### src/rtl/mul_accum_seq.sv
`default_nettype none
// ============================================================================
// Module      : mul_accum_seq
// Description : Multiply-accumulate sequencer around an external shift-add
//               multiplier. Takes operand pairs over valid/ready, launches
//               one multiply per pair, accumulates the products and emits
//               the group sum, pair count and overflow flag when the pair
//               marked last has been accumulated.
// Revision    : 1.0 - initial release
// ============================================================================
module mul_accum_seq #(
  parameter int W     = 8,
  parameter int ACC_W = 20,
  parameter int LEN_W = 4
) (
  input  logic               clk,
  input  logic               rst,
  // operand stream
  input  logic               in_valid,
  output logic               in_ready,
  input  logic [W-1:0]       in_a,
  input  logic [W-1:0]       in_b,
  input  logic               in_last,
  // multiplier side
  output logic               mul_start,
  output logic [W-1:0]       mul_a,
  output logic [W-1:0]       mul_b,
  input  logic               mul_done,
  input  logic [2*W-1:0]     mul_p,
  // group result
  output logic               out_valid,
  input  logic               out_ready,
  output logic [ACC_W-1:0]   out_sum,
  output logic [LEN_W-1:0]   out_count,
  output logic               out_ovf
);

  typedef enum logic [2:0] {
    S_IDLE      = 3'd0,
    S_START     = 3'd1,
    S_WAIT_BUSY = 3'd2,
    S_WAIT_DONE = 3'd3,
    S_ACC       = 3'd4,
    S_OUT       = 3'd5
  } state_t;

  localparam logic [LEN_W-1:0] C_CNT_MAX = '1;
  localparam logic [LEN_W-1:0] C_CNT_ONE = {{(LEN_W-1){1'b0}}, 1'b1};

  state_t             state_q,     state_d;
  logic [ACC_W-1:0]   acc_q,       acc_d;
  logic [LEN_W-1:0]   cnt_q,       cnt_d;
  logic               ovf_q,       ovf_d;
  logic [W-1:0]       mul_a_q,     mul_a_d;
  logic [W-1:0]       mul_b_q,     mul_b_d;
  logic               last_q,      last_d;
  logic               mul_start_q, mul_start_d;
  logic               out_valid_q, out_valid_d;
  logic [ACC_W-1:0]   out_sum_q,   out_sum_d;
  logic [LEN_W-1:0]   out_count_q, out_count_d;
  logic               out_ovf_q,   out_ovf_d;

  // Accumulate one bit wider than the accumulator so the carry-out is the
  // overflow indication; the product is zero-extended.
  logic [ACC_W:0]     w_acc_sum;
  logic               w_cnt_sat;
  logic [LEN_W-1:0]   w_cnt_inc;
  logic               w_ovf_next;

  assign w_acc_sum  = {1'b0, acc_q} + {{(ACC_W+1-2*W){1'b0}}, mul_p};
  assign w_cnt_sat  = (cnt_q == C_CNT_MAX);
  assign w_cnt_inc  = w_cnt_sat ? cnt_q : (cnt_q + C_CNT_ONE);
  assign w_ovf_next = ovf_q | w_acc_sum[ACC_W] | w_cnt_sat;

  // Next-state and next-value decode for the whole sequencer.
  always_comb begin
    state_d     = state_q;
    acc_d       = acc_q;
    cnt_d       = cnt_q;
    ovf_d       = ovf_q;
    mul_a_d     = mul_a_q;
    mul_b_d     = mul_b_q;
    last_d      = last_q;
    mul_start_d = 1'b0;
    out_valid_d = out_valid_q;
    out_sum_d   = out_sum_q;
    out_count_d = out_count_q;
    out_ovf_d   = out_ovf_q;

    case (state_q)
      S_IDLE: begin
        if (in_valid) begin
          mul_a_d     = in_a;
          mul_b_d     = in_b;
          last_d      = in_last;
          mul_start_d = 1'b1;   // start pulse is high exactly during START
          state_d     = S_START;
        end
      end
      S_START: begin
        state_d = S_WAIT_BUSY;
      end
      S_WAIT_BUSY: begin
        // The multiplier acknowledges the start by dropping its done flag.
        if (!mul_done) begin
          state_d = S_WAIT_DONE;
        end
      end
      S_WAIT_DONE: begin
        if (mul_done) begin
          state_d = S_ACC;
        end
      end
      S_ACC: begin
        acc_d = w_acc_sum[ACC_W-1:0];
        cnt_d = w_cnt_inc;
        ovf_d = w_ovf_next;
        if (last_q) begin
          out_sum_d   = w_acc_sum[ACC_W-1:0];
          out_count_d = w_cnt_inc;
          out_ovf_d   = w_ovf_next;
          out_valid_d = 1'b1;
          state_d     = S_OUT;
        end else begin
          state_d = S_IDLE;
        end
      end
      S_OUT: begin
        // Result registers keep their value after the handshake; only the
        // running group state is cleared.
        if (out_ready) begin
          acc_d       = '0;
          cnt_d       = '0;
          ovf_d       = 1'b0;
          out_valid_d = 1'b0;
          state_d     = S_IDLE;
        end
      end
      default: begin
        state_d = S_IDLE;
      end
    endcase
  end

  // State and datapath registers with asynchronous reset.
  always_ff @(posedge clk or posedge rst) begin
    if (rst) begin
      state_q     <= S_IDLE;
      acc_q       <= '0;
      cnt_q       <= '0;
      ovf_q       <= 1'b0;
      mul_a_q     <= '0;
      mul_b_q     <= '0;
      last_q      <= 1'b0;
      mul_start_q <= 1'b0;
      out_valid_q <= 1'b0;
      out_sum_q   <= '0;
      out_count_q <= '0;
      out_ovf_q   <= 1'b0;
    end else begin
      state_q     <= state_d;
      acc_q       <= acc_d;
      cnt_q       <= cnt_d;
      ovf_q       <= ovf_d;
      mul_a_q     <= mul_a_d;
      mul_b_q     <= mul_b_d;
      last_q      <= last_d;
      mul_start_q <= mul_start_d;
      out_valid_q <= out_valid_d;
      out_sum_q   <= out_sum_d;
      out_count_q <= out_count_d;
      out_ovf_q   <= out_ovf_d;
    end
  end

  assign in_ready  = (state_q == S_IDLE);
  assign mul_start = mul_start_q;
  assign mul_a     = mul_a_q;
  assign mul_b     = mul_b_q;
  assign out_valid = out_valid_q;
  assign out_sum   = out_sum_q;
  assign out_count = out_count_q;
  assign out_ovf   = out_ovf_q;

endmodule
`default_nettype wire

### config.mk
export PLATFORM = sky130hd
export DESIGN_NAME = mul_accum_seq
export DESIGN_NICKNAME = d
export VERILOG_FILES = /design/src/rtl/mul_accum_seq.sv
export SDC_FILE = /design/constraint.sdc
export NUM_CORES = 1
export LEC_CHECK = 0
export BUFFER_PORTS_ARGS = -buffer_cell sky130_fd_sc_hd__clkbuf_2
export CORE_UTILIZATION = 43
export CTS_BUF_LIST = sky130_fd_sc_hd__clkbuf_8 sky130_fd_sc_hd__clkbuf_16
export DETAILED_ROUTE_END_ITERATION = 16
export PLACE_DENSITY = 0.7
export SYNTH_ARGS = -nofsm -noshare
export SYNTH_HDL_FRONTEND = slang
export SYNTH_SLANG_ARGS = --single-unit
### constraint.sdc
create_clock -name clk -period 2.7 [get_ports clk]
set_input_delay 0.54 -clock clk [delete_from_list [all_inputs] [get_ports clk]]
set_output_delay 0.54 -clock clk [all_outputs]
set_load 0.01 [all_outputs]
==> summary.txt, run 1 <==
Yosys
  – Register area share after synthesis: 48.4%
  – Number of synthesized flops with an enable pin: 0
  – Syn Nets: 422
  – FFs w/ async S/R, synth: 100%
  – Mapped Cells: 366
  – Ys flop type: dfrtp_1
  – Synth cell types: 52
  – Yosys top cell area share: 48.4%
  – Mapped Area: 3720 sq um
  – Syn avg cell area: 10.2 sq um
  – Top post-synthesis cells by area: dfrtp_1, mux2_2, ha_1
  – YS warnings: 0
  – #FFs+latches synth: 72
  – Cell taking the most area after synthesis: dfrtp_1

Cells and area
  – Fraction of layout cells with a size suffix above 1: 29.9%
  – Layout Nets: 507
  – Final Util: 53.3%
  – Area Growth Syn to Fin: 18.8%
  – Post-layout instance count excluding filler cells: 560
  – Commonest non-fill, non-tap cell in the layout: clkbuf_2
  – Antenna diode count: 0
  – Most frequent cells in the layout: clkbuf_2, dfrtp_1, nand2_1
  – Number of filler cells placed in the layout: 756

CTS
  – Clock Latency Late Sink: 0.34 ns
  – Clock slew at reported path FFs: 0.08 ns
  – CTS tree: built
  – CTS HTree Levels: 3
  – CTS Hold Bufs: 0
  – TritonCTS Buffers: 9
  – Setup Fix Bufs, Post-CTS: 0
  – CTS Root Cell: clkbuf_8
  – Post_cts resized: 0
  – Clock sink total: 72
  – Max clock buf depth: 2

STA
  – Setup tns final: 0 ns
  – Final worst-path cycle share: 92.6%
  – Slew @ Worst Pin: 0.767 ns
  – RSZ-0062 raised after global routing: no
  – Final Skew: 0.00832 ns
  – Slew HR: 48.9%
  – Hold WS: 0.296 ns
  – Count of pins over their slew limit: 0
  – Final setup fails: 0
  – Final critical-path required period: 2.50 ns
  – Max Fclk: 400 MHz
  – Final Hold Viols: 0

Power and ir drop
  – Leakage: 0.00214 uW
  – Sw Ratio: 40.0%
  – PD cells: 1130 nW/um^2
  – Overall power: 5010 uW
  – Comb pwr share: 46.9%
  – Sw Pwr: 2000 uW
  – Worst IR drop on VDD: 0.446 mV
  – Reg power frac: 37.8%
  – Clock power frac: 15.3%
  – P_int: 3010 uW

Setup path
  – CP required: 2.96 ns
  – Crit. End Element: flip-flop
  – CP Launch Type: flip-flop
  – R2r endpoint: out_sum[14]
  – WS Path Type: reg -> reg
  – R2R Setup Slk: 0.20 ns
  – Register-to-Register Path Depth: 8
  – Worst Path Arrival: 2.76 ns
  – R2R Path Start: acc_q[0]
  – Critical Path Fanout Max: 3

Detailed routing
  – Final WL: 8.38 mm
  – Vias: 3065
  – Vias per std cell: 5.47
  – DRT iter0 DRCs: 115
  – # DRC: 0
  – Avg WL per Cell: 15.0 microns
  – TritonRoute pass-1 iters: 5
  – Antenna Nets Post-Route: 0

GRT
  – Number of antenna violations at the first check in global routing: 0
  – Largest net degree at the start of global routing: 42
  – Met2 Usage GRT: 34.5%
  – M3 GR Usage: 2.79%
  – GRT Max-Usage Layer: met2
  – GR Util All Layers: 19.6%
  – Global-route wire length before repair: 13.8 mm
  – GR Util met1: 24.5%
  – Number of global-route vias before repair: 3008
  – GRT overflow: 0

Die
  – Die Y: 95.1 microns
  – IO Count: 82
  – Die width: 95.1 microns
  – Die area: 9040 sq um
  – Std-Cell Rows: 33
  – Starting Density: 44.9%
  – Core ar.: 8300 sq um

Placed design
  – I/O Buffers: 81
  – DP HPWL: 5.97 mm
  – Inst Count DP: 545
  – Final Wtd Congestion: 0.862

Flow run
  – Maximum capacitance violations: 0

Run status
  – Outcome: completed

Worst hold path
  – Min-delay worst type: in -> async
-- per-layer routing --
layer | vias to the layer above | share of wire, % | routed length (microns)
met5 | - | 0 | 0
met4 | 0 | 1.2 | 97
met3 | 9 | 3.0 | 249
met2 | 57 | 51 | 4290
met1 | 1510 | 45 | 3740
li1 | 1489 | - | -
-- kinds of logic (layout without fill, tap and decap cells) --
| logic type | Yosys count | in the layout | synth area share, % |
|---|---|---|---|
| AND/OR/NAND/NOR | 121 | 121 | 15.1 |
| AO/OA/AOI/OAI | 101 | 101 | 18.2 |
| flip-flops | 72 | 72 | 48.4 |
| multiplexers | 23 | 23 | 6.82 |
| buffers and inverters | 20 | 109 | 2.69 |
| adder cells (fa/ha/maj) | 18 | 18 | 6.25 |
| XOR/XNOR | 11 | 11 | 2.59 |
-- layout make-up --
class	instances	area, sq um	area share, %
clock inverters	4	20.0	0.453
repair buffers	89	478	10.8
clock buffers	11	151	3.42
inverters	5	18.8	0.424
well taps	105	131	2.97
multi-input cells	274	1820	41.2
flip-flops and latches	72	1800	40.7
-- sequential cells by signal (all words and copies together) (netlist names), 3 cells and up --
| register | flops |
|---|---|
| mul_b | 8 |
| out_count | 4 |
| state_q | 3 |
| out_sum | 20 |
| mul_a | 8 |
| acc_q | 20 |
| cnt_q | 4 |
-- critical path, cell delays in order (launching register included) --
cell and delay [ns]:
dfrtp_1 0.39, ha_1 0.22, fa_1 0.42, a21o_1 0.20, a221oi_2 0.37, o21ba_2 0.21
o21ai_0 0.14, mux2_2 0.30, a31oi_1 0.18
-- metrics by stage --
| step | cell area [sq um] | setup WS (ns) |
|---|---|---|
| 6_report | 4420 | 0.200 |
| 5_1_grt | 4420 | 0.0218 |
| 3_3_place_gp | 4250 | 0.0192 |
| 3_5_place_dp | 4250 | -0.0205 |
| 4_1_cts | 4420 | 0.206 |
| 2_1_floorplan | 3720 | 0.251 |
-- worst max-delay path by stage --
stage | endpoint | from | slack (ns)
detailed placement | out_ovf | mul_p[0] | -0.02
global route | out_sum[14] | acc_q[0] | 0.02
floorplan | out_sum[14] | mul_p[0] | 0.25
finish | out_sum[14] | acc_q[0] | 0.20
global placement | out_sum[14] | mul_p[0] | 0.02
CTS | out_sum[14] | acc_q[0] | 0.21
-- cell usage after synthesis (all sizes together), types with 2 or more instances --
cell type / number
o211a: 2
nand4: 3
buf: 7
a31oi: 4
o21a: 7
nor2: 19
and2: 3
a21oi: 15
nand3b: 2
xnor2: 5
o21ai: 40
nand2b: 3
or4: 2
a221oi: 3
o2111ai: 2
dfrtp: 72
and3: 5
o21bai: 3
or3: 4
a211oi: 2
mux2: 19
clkbuf: 8
o211ai: 4
nor2b: 5
nor3: 2
a31o: 4
inv: 5
nand2: 56
a32o: 3
mux2i: 4
a22o: 2
a211o: 2
ha: 17
a21o: 4
nand3: 14
xor2: 6
-- power by group through the flow --
stage,clock (uW),sequential [uW],combinational (uW)
floorplan,0,1990,1510
global placement,0,1890,2290
detailed placement,0,1920,2350
CTS,784,1900,2360
global route,829,1970,2630
finish,765,1900,2350
(Power assumes the default switching activity.)
==> run 2: changes to the inputs <==
--- a/config.mk
+++ b/config.mk
@@ -5,11 +5,14 @@
 export SDC_FILE = /design/constraint.sdc
 export NUM_CORES = 1
 export LEC_CHECK = 0
+export ABC_AREA = 1
 export BUFFER_PORTS_ARGS = -buffer_cell sky130_fd_sc_hd__clkbuf_2
 export CORE_UTILIZATION = 43
 export CTS_BUF_LIST = sky130_fd_sc_hd__clkbuf_8 sky130_fd_sc_hd__clkbuf_16
 export DETAILED_ROUTE_END_ITERATION = 16
-export PLACE_DENSITY = 0.7
+export PLACE_DENSITY = 0.69
+export RECOVER_POWER = 50
+export SLEW_MARGIN = 20
 export SYNTH_ARGS = -nofsm -noshare
 export SYNTH_HDL_FRONTEND = slang
 export SYNTH_SLANG_ARGS = --single-unit
==> run 2 against run 1 <==
Compared with the run above:
- register-to-register slack improved by 0.54 ns
- die area increased by 7.9%
- count of clock-buffer cells in the layout decreased by 1
- fmax increased by 27%
- combinational power increased by 8.9%
- first-iteration DRC count increased by 53%
- largest cell class unchanged
- critical endpoint is now out_sum[8]
==> summary.txt, run 2 <==
Run status
  – Outcome: completed

CTS
  – CTS Root Cell: clkbuf_8
  – TritonCTS Buffers: 9 (unchanged)
  – CTS tree: built
  – Setup Fix Bufs, Post-CTS: 0 (unchanged)
  – CTS Hold Bufs: 0 (unchanged)
  – Clock slew at reported path FFs: 0.08 ns (about the same)
  – Clock Latency Late Sink: 0.35 ns (about the same)
  – CTS HTree Levels: 3 (unchanged)
  – Post_cts resized: 0 (unchanged)
  – Max clock buf depth: 2 (unchanged)
  – Clock sink total: 72 (unchanged)

Flow run
  – Maximum capacitance violations: 0 (unchanged)

Yosys
  – Register area share after synthesis: 44.8% (-3.6 points)
  – FFs w/ async S/R, synth: 100% (unchanged)
  – Post-synth top cells: nand2_1, dfrtp_1, inv_1
  – YS warnings: 0 (unchanged)
  – Mapped Cells: 536 (+46%)
  – Cell taking the most area after synthesis: dfrtp_1
  – Most frequent cell after synthesis: nand2_1
  – Syn avg cell area: 7.51 sq um (-26%)
  – Ys flop type: dfrtp_1
  – Top post-synthesis cells by area: dfrtp_1, nand2_1, ha_1
  – Syn Nets: 592 (+40%)
  – Yosys top cell area share: 44.8% (-3.6 points)
  – Mapped Area: 4030 sq um (+8.1%)
  – Number of synthesized flops with an enable pin: 0 (unchanged)
  – Synth cell types: 31 (-40%)
  – #FFs+latches synth: 72 (unchanged)

Detailed routing
  – DRT iter0 DRCs: 176 (+53%)
  – # DRC: 0 (unchanged)
  – TritonRoute pass-1 iters: 4 (-1)
  – Avg WL per Cell: 12.7 microns (-15%)
  – Antenna Nets Post-Route: 0 (unchanged)
  – Vias: 3677 (+20%)
  – Final WL: 9.26 mm (+11%)
  – Vias per std cell: 5.02 (-8.2%)

Setup path
  – Worst Setup EP: out_sum[8]
  – Worst Path Arrival: 2.18 ns (-0.58 ns)
  – R2R Setup Slk: 0.74 ns (+0.54 ns)
  – CP Launch Point: acc_q[0]
  – Crit-path max cell delay: 0.46 ns (+0.04 ns)
  – Crit-path cells: ha_1, fa_1, nand3_1, nand3_1, nand2_1, nand2_1, xnor2_1, o21ai_0
  – CP required: 2.92 ns (-0.04 ns)
  – Register-to-Register Path Depth: 8 (unchanged)
  – R2R Path Start: acc_q[0]
  – WS Path Type: reg -> reg
  – R2r endpoint: out_sum[8]
  – CP Launch Type: flip-flop
  – Critical Path Fanout Max: 4 (+1)
  – CP max-delay cell: fa_1
  – Crit. End Element: flip-flop

GRT
  – Number of antenna violations at the first check in global routing: 0 (unchanged)
  – GR Util All Layers: 20.7% (+1.1 points)
  – Number of global-route vias before repair: 3574 (+19%)
  – Global-route wire length before repair: 16.0 mm (+16%)
  – Largest net degree at the start of global routing: 46 (+9.5%)
  – GRT overflow: 0 (unchanged)

STA
  – Setup tns final: 0 ns (unchanged)
  – Final critical-path required period: 1.96 ns (-0.538 ns)
  – Final setup fails: 0 (unchanged)
  – RSZ-0062 raised after global routing: no
  – Slew @ Worst Pin: 1.11 ns (+0.340 ns)
  – Max Fclk: 510 MHz (+27%)
  – Final Hold Viols: 0 (unchanged)
  – Count of pins over their slew limit: 0 (unchanged)
  – Slew HR: 26.1% (-23 points)
  – Hold WS: 0.381 ns (+0.0846 ns)
  – Final Skew: 0.00920 ns (+0.000888 ns)
  – Final worst-path cycle share: 72.7% (-20 points)

Power and ir drop
  – P_int: 2960 uW (-1.6%)
  – Leakage: 0.00261 uW (+22%)
  – Worst IR drop on VDD: 0.485 mV (+8.8%)
  – Comb pwr share: 48.0% (+1.1 points)
  – Sw Pwr: 2360 uW (+18%)
  – Sw Ratio: 44.4% (+4.4 points)
  – Reg power frac: 35.5% (-2.3 points)
  – Clock power frac: 16.4% (+1.1 points)
  – PD cells: 1140 nW/um^2 (+0.54%)

Placed design
  – Final Wtd Congestion: 0.888 (+3.0%)
  – I/O Buffers: 81 (unchanged)
  – DP HPWL: 6.85 mm (+15%)

Die
  – Die area: 9750 sq um (+7.9%)
  – IO Count: 82 (unchanged)
  – Starting Density: 45.3% (+0.41 points)
  – Die width: 98.8 microns (+3.9%)
  – Std-Cell Rows: 34 (+3.0%)
  – Die Y: 98.8 microns (+3.9%)
  – Core ar.: 8890 sq um (+7.1%)

Worst hold path
  – Min-delay worst type: in -> reg

Cells and area
  – Most frequent cells in the layout: nand2_1, dfrtp_1, clkbuf_2
  – Commonest non-fill, non-tap cell in the layout: nand2_1
  – Antenna diode count: 0 (unchanged)
  – Layout Nets: 675 (+33%)
  – Area Growth Syn to Fin: 16.0%
  – Final Util: 52.5% (-0.76 points)
  – Fraction of layout cells with a size suffix above 1: 14.4% (-15 points)
## run 2: per-layer routing
metal | vias up | track usage [%] | wire [microns]
li1 | 1860 | - | -
met1 | 1698 | 26.4 | 4170
met2 | 107 | 34.7 | 4400
met5 | - | 0 | 0
met3 | 12 | 5.60 | 556
met4 | 0 | 5.40 | 133
## run 2: area by class of cell
type                            count  area, sq um
Multi-Input combinational cell    399         1930
Tap cell                          108          135
Inverter                           54          203
Sequential cell                    72         1800
Clock inverter                      6         60.1
Fill cell                         904         4220
Clock buffer                       10          138
Timing Repair Buffer               83          405
## run 2: worst min path at each step
stage,slack [ns],end,cells after the start,start
2_1_floorplan,0.45,ovf_q,2,ovf_q
3_3_place_gp,0.46,mul_a[3],2,mul_a[3]
3_5_place_dp,0.46,out_ovf,2,out_ovf
4_1_cts,0.27,mul_b[1],2,rst
5_1_grt,0.38,mul_b[6],3,in_b[6]
6_report,0.38,mul_b[6],3,in_b[6]
## run 2: power by group through the flow
stage | logic [uW] | clock network (uW) | registers [uW]
after floorplan | 1750 | 0 | 2000
after global placement | 2540 | 0 | 1900
after CTS | 2610 | 886 | 1900
after global routing | 2920 | 941 | 1960
final | 2560 | 873 | 1890
after detailed placement | 2600 | 0 | 1900
## run 2: cells by family after synthesis
group	count (synthesis)	synth area share [%]
fa+ha+maj	18	5.78
buf+inv	65	7.34
compound gates	47	6.40
flops	72	44.8
xor+xnor	8	1.74
simple gates	326	34.0
## run 2: metrics by stage
step	cells	total power (uW)	worst slack, ns	instance area, sq um
final	732	5320	0.738	4670
after global routing	732	5820	0.579	4670
after CTS	732	5400	0.737	4700
after detailed placement	716	4510	0.503	4500
after global placement	716	4440	0.537	4500
after floorplan	536	3750	0.335	4030
## run 2: worst max-delay path, delay by kind of cell (launching register included)
family,cells,cell delay [ns]
compound gates,1,0.11
flops,1,0.39
simple gates,4,0.43
xor+xnor,1,0.22
fa+ha+maj,2,0.70
